### config.mk
export PLATFORM = sky130hd
export DESIGN_NAME = fetch_queue
export DESIGN_NICKNAME = d
export VERILOG_FILES = /design/src/rtl/fetch_queue.sv
export SDC_FILE = /design/constraint.sdc
export NUM_CORES = 2
export LEC_CHECK = 0
export ABC_CLOCK_PERIOD_IN_PS = 13400
export BUFFER_PORTS_ARGS = -buffer_cell sky130_fd_sc_hd__clkbuf_2
export CAP_MARGIN = 25
export CORE_MARGIN = 2
export CORE_UTILIZATION = 55
export DETAILED_ROUTE_END_ITERATION = 10
export PLACE_DENSITY = 0.85
export SLEW_MARGIN = 0
export SYNTH_ARGS = -nofsm -noshare
export SYNTH_HDL_FRONTEND = slang
export SYNTH_SLANG_ARGS = --single-unit
### constraint.sdc
create_clock -name clk -period 13.4 [get_ports clk]
set_input_delay 2.01 -clock clk [delete_from_list [all_inputs] [get_ports clk]]
set_output_delay 2.01 -clock clk [all_outputs]
set_load 0.005 [all_outputs]
### src/rtl/fetch_queue.sv
// Decoupling instruction queue between fetch and decode: compacts 2-wide fetch
// bundles into a circular buffer and presents up to two in-order entries per cycle.
module fetch_queue #(
  parameter int DEPTH      = 8,
  parameter int INST_WIDTH = 32,
  parameter int ADDR_WIDTH = 32,
  parameter int GHR_BITS   = 8
) (
  input  logic                  clk,
  input  logic                  rst_n,
  input  logic                  flush,
  input  logic [1:0]            in_inst_valid,
  input  logic [ADDR_WIDTH-1:0] in_inst_addr_0,
  input  logic [ADDR_WIDTH-1:0] in_inst_addr_1,
  input  logic [INST_WIDTH-1:0] in_inst_0,
  input  logic [INST_WIDTH-1:0] in_inst_1,
  input  logic                  in_pred_taken_0,
  input  logic                  in_pred_taken_1,
  input  logic [ADDR_WIDTH-1:0] in_pred_target_0,
  input  logic [ADDR_WIDTH-1:0] in_pred_target_1,
  input  logic [GHR_BITS-1:0]   in_pred_hist_0,
  input  logic [GHR_BITS-1:0]   in_pred_hist_1,
  output logic                  fetch_stall,
  input  logic                  dec_ready,
  output logic [1:0]            out_valid,
  output logic [ADDR_WIDTH-1:0] out_inst_addr_0,
  output logic [ADDR_WIDTH-1:0] out_inst_addr_1,
  output logic [INST_WIDTH-1:0] out_inst_0,
  output logic [INST_WIDTH-1:0] out_inst_1,
  output logic                  out_pred_taken_0,
  output logic                  out_pred_taken_1,
  output logic [ADDR_WIDTH-1:0] out_pred_target_0,
  output logic [ADDR_WIDTH-1:0] out_pred_target_1,
  output logic [GHR_BITS-1:0]   out_pred_hist_0,
  output logic [GHR_BITS-1:0]   out_pred_hist_1
);

  localparam int PTR_W = $clog2(DEPTH);
  localparam int CNT_W = PTR_W + 1;
  localparam int ENT_W = 2 * ADDR_WIDTH + INST_WIDTH + 1 + GHR_BITS;

  logic [ENT_W-1:0] storage [DEPTH];
  logic [PTR_W-1:0] head;
  logic [PTR_W-1:0] tail;
  logic [CNT_W-1:0] count;
  logic [PTR_W-1:0] head_nx;
  logic [PTR_W-1:0] tail_nx;
  logic [1:0]       n_enq;
  logic [1:0]       n_deq;
  logic [CNT_W-1:0] free;
  logic [ENT_W-1:0] ent_0;
  logic [ENT_W-1:0] ent_1;
  logic [ENT_W-1:0] wr_0;

  function automatic logic [1:0] popcnt2(input logic [1:0] v);
    return {1'b0, v[0]} + {1'b0, v[1]};
  endfunction

  assign ent_0 = {in_inst_addr_0, in_inst_0, in_pred_taken_0, in_pred_target_0, in_pred_hist_0};
  assign ent_1 = {in_inst_addr_1, in_inst_1, in_pred_taken_1, in_pred_target_1, in_pred_hist_1};
  // A lone slot-1 instruction is compacted into the tail position.
  assign wr_0    = in_inst_valid[0] ? ent_0 : ent_1;
  assign head_nx = head + PTR_W'(1);
  assign tail_nx = tail + PTR_W'(1);

  assign n_enq     = popcnt2(in_inst_valid);
  assign out_valid = {count >= CNT_W'(2), count >= CNT_W'(1)};
  assign n_deq     = dec_ready ? popcnt2(out_valid) : 2'd0;

  // Stall from count alone leaves room for the bundle presented now plus one in flight.
  assign free        = CNT_W'(DEPTH) - count;
  assign fetch_stall = free < CNT_W'(4);

  assign {out_inst_addr_0, out_inst_0, out_pred_taken_0, out_pred_target_0, out_pred_hist_0} =
    storage[head];
  assign {out_inst_addr_1, out_inst_1, out_pred_taken_1, out_pred_target_1, out_pred_hist_1} =
    storage[head_nx];

  always_ff @(posedge clk) begin
    if (!flush && in_inst_valid != 2'b00) begin
      storage[tail] <= wr_0;
      if (in_inst_valid == 2'b11) begin
        storage[tail_nx] <= ent_1;
      end
    end
  end

  always_ff @(posedge clk or negedge rst_n) begin
    if (!rst_n) begin
      head  <= '0;
      tail  <= '0;
      count <= '0;
    end else if (flush) begin
      head  <= '0;
      tail  <= '0;
      count <= '0;
    end else begin
      head  <= head + PTR_W'(n_deq);
      tail  <= tail + PTR_W'(n_enq);
      count <= count + CNT_W'(n_enq) - CNT_W'(n_deq);
    end
  end

  a_no_overflow: assert property (@(posedge clk) disable iff (!rst_n || flush)
    int'(n_enq) <= DEPTH - int'(count) + int'(n_deq));

endmodule

==> results.sh <==
export IMPL_reg2reg_to="storage[5][11]"
export IMPL_hold_path_endpoint="count[0]"
export IMPL_synth_top_area_share_pct=50.63
export IMPL_fin_crit_ns=7.026
export IMPL_num_rows=110
export IMPL_setup_ws_ns=6.375
export IMPL_ys_warn_count=0
export IMPL_async_flop_share_pct=1.176
export IMPL_grt_pass1_vias=32150
export IMPL_syn_nets=2979
export IMPL_port_buffers=428
export IMPL_setup_tns_final_ns=0
export IMPL_worstPathArrival_ns=5.02
export IMPL_preCtsSetupSlack_ns=6.278
export IMPL_gp_congestion=0.8122
export IMPL_viasPerCell=6.881
export IMPL_coreArea_mm2=0.08987
export IMPL_grt_use_total_pct=29.31
export IMPL_cap_violations=0
export IMPL_place_inst=4185
export IMPL_finalCritPeriodShare_pct=52.43
export IMPL_ios=429
export IMPL_post_synth_cell_area_avg_um2=18.14
export IMPL_setup_violations=0
export IMPL_clock_sinks=850
export IMPL_synth_edf_count=840
export IMPL_synth_seq_cells=850
export IMPL_post_drt_wl_per_cell_um=31.38
export IMPL_ys_flop_type="edfxtp_1"
export IMPL_start_util_pct=55.43
export IMPL_ant_nets=0
export IMPL_p_per_area_mw_per_mm2=163.8
export IMPL_cts_htree_levels=3
export IMPL_grt_max_degree=137
export IMPL_cts_tree="built"
export IMPL_dr_pass1_iters=5
export IMPL_insertion_delay_ns=0.66
export IMPL_grt_antenna_before_repair=26
export IMPL_p_leak_nw=18.43
export IMPL_fmax_mhz=142.3
export IMPL_vias=30110
export IMPL_clk_path_buf_depth=3
export IMPL_cts_setup_buffers=0
export IMPL_synth_top_area_cell="edfxtp_1"
export IMPL_drt_initial_drc_count=3140
export IMPL_hold_violations=0
export IMPL_crit_fanout=59
export IMPL_maxSlewHeadroom_pct=26.41
export IMPL_slew_violations=0
export IMPL_grt_pass1_wl_um=203300
export IMPL_holdBufCountCts=0
export IMPL_cts_made_buffers=92
export IMPL_die_h_um=305.0
export IMPL_finalNonFillerCells=4375
export IMPL_peakVddDrop_v=0.0001330
export IMPL_rr_worst_depth=6
export IMPL_cts_resized=0
export IMPL_fin_nets=3341
export IMPL_drc=0
export IMPL_synthDistinctLibCells=43
export IMPL_layout_drive_gt1_share_pct=69.38
export IMPL_seq_area_frac_synth_pct=51.13
export IMPL_syn_inst=2746
export IMPL_netlist_area_mm2=0.04982
export IMPL_dpl_hpwl_um=78550
export IMPL_rsz0062_at_grt="no"
export IMPL_worstReg2RegStart="tail[0]"
export IMPL_overflow=0
export IMPL_criticalPathCategory="register to output pin"
export IMPL_startpoint_type="register"
export IMPL_synth_area_top_cells="edfxtp_1 51%, mux2_2 26%, mux4_2 19%"
export IMPL_hold_class="register to register"
export IMPL_clock_root_buffer="clkbuf_16"
export IMPL_die_w_um=305.0
export IMPL_tightest_slew_ns=1.104
export IMPL_worstHoldStart="count[0]"
export IMPL_reg2reg_setup_slack_ns=9.34
export IMPL_dieArea_mm2=0.09301
export IMPL_critPathCaptureType="output pin"
export IMPL_area_delta_synth_final_pct=12.49
export IMPL_status="finished, final reports clean"
export IMPL_holdPathStages=2
export IMPL_finClkSkew_ns=0.01412
export IMPL_clk_pin_slew_ns=0.06
export IMPL_cp_data_required_time_ns=11.39
export IMPL_drt_total_wl_um=137300
Yosys cell counts, types with 2 or more instances:
library cell / count
mux2_2: 1141
edfxtp_1: 840
mux4_2: 420
buf_2: 109
clkbuf_1: 79
buf_4: 15
mux2_1: 15
inv_1: 14
ha_1: 13
buf_6: 11
dfrtp_1: 10
nor2_1: 10
buf_1: 9
nor2b_1: 7
fa_1: 4
mux2i_1: 4
nand2_1: 4
nand3_2: 4
a21oi_1: 3
nand3_1: 3
a22oi_1: 2
a31oi_1: 2
and3_1: 2
nor3_2: 2
o21ai_0: 2
or3_1: 2
xnor2_1: 2
xor2_1: 2
kinds of logic (layout without fill, tap and decap cells):
| group | Yosys count | after routing | share of synthesized area [%] |
|---|---|---|---|
| other | 0 | 15 | 0 |
| adders and majority gates | 17 | 17 | 0.4872 |
| and+or+nand+nor | 45 | 45 | 0.5801 |
| DFF | 850 | 850 | 51.13 |
| buffers and inverters | 238 | 676 | 2.348 |
| muxes | 1580 | 1580 | 45.20 |
| AOI/OAI and AO/OA | 10 | 10 | 0.1205 |
| xor gates and xnor gates | 6 | 6 | 0.1356 |
cell usage in the layout (no fill, tap or decap), types with 8 or more instances in the layout:
master,synthesis,final
buf_4,15,56
clkinv_2,0,24
ha_1,13,12
mux4_2,420,420
mux2_2,1141,1141
clkbuf_1,79,19
clkbuf_2,1,427
nor2_1,10,8
clkinv_1,0,19
diode_2,0,15
mux2_1,15,15
edfxtp_1,840,840
inv_1,14,14
clkbuf_16,0,93
state kept, by name, summed over array words and instances, names as in the netlist:
signal,cells
tail,3
head,3
count,4
storage,840
metrics by stage:
step	hold WS, ns	cell area, um2	utilization [%]	total power, W
6_report	0.6816	56040	62.36	0.009177
5_1_grt	0.7011	56040	62.35	0.009521
4_1_cts	0.6671	55870	62.16	0.009188
3_5_place_dp	0.6553	53010	58.98	0.006749
3_3_place_gp	0.6406	52950	58.92	0.006659
2_1_floorplan	0.6028	49820	-	0.005591
how the worst max path moves through the flow:
stage,startpoint,cells after the start,endpoint,slack (ns)
after detailed placement,in_inst_valid[0],8,storage[1][4],6.28
after floorplan,in_inst_valid[0],8,storage[0][0],3.68
after CTS,head[0],6,out_inst_addr_1[11],5.75
after global placement,in_inst_valid[0],8,storage[1][4],6.29
final,head[0],6,out_pred_taken_1,6.37
after global routing,head[0],6,out_pred_taken_1,6.14
metal layers:
metal / up-vias / GRT usage [%] / part of all wire (%)
met5: - / 0 / 0.12
met4: 26 / 11.94 / 3.6
met3: 360 / 7.336 / 9.9
met2: 1736 / 48.95 / 50
met1: 15700 / 36.71 / 36
li1: 12290 / - / -
worst max-delay path, stage by stage (launching register included):
cell and delay (ns):
dfrtp_4 1.08, ha_4 0.79, buf_4 0.75, buf_4 0.77, mux4_2 0.43, mux2_2 0.33, clkbuf_2 0.13
power by group:
| part | leakage [nW] | internal [W] | switching [W] | total [W] |
|---|---|---|---|---|
| clock network | 1.41 | 0.00139 | 0.00105 | 0.00245 |
| registers | 7.75 | 0.00311 | 0.000118 | 0.00323 |
| logic | 9.26 | 0.00183 | 0.00167 | 0.00350 |
| total | 18.4 | 0.00634 | 0.00284 | 0.00918 |
area by class of cell:
type                            instances  area [um2]
Fill cell                            6252       33830
Sequential cell                       850       25490
Multi-Input combinational cell       1658       23350
Timing Repair Buffer                  492        2790
Clock buffer                          112        2399
Tap cell                             1176        1471
Clock inverter                         58       459.2
Inverter                               14       52.55
Antenna cell                           15       37.54
Power figures use the tool's default switching activity.
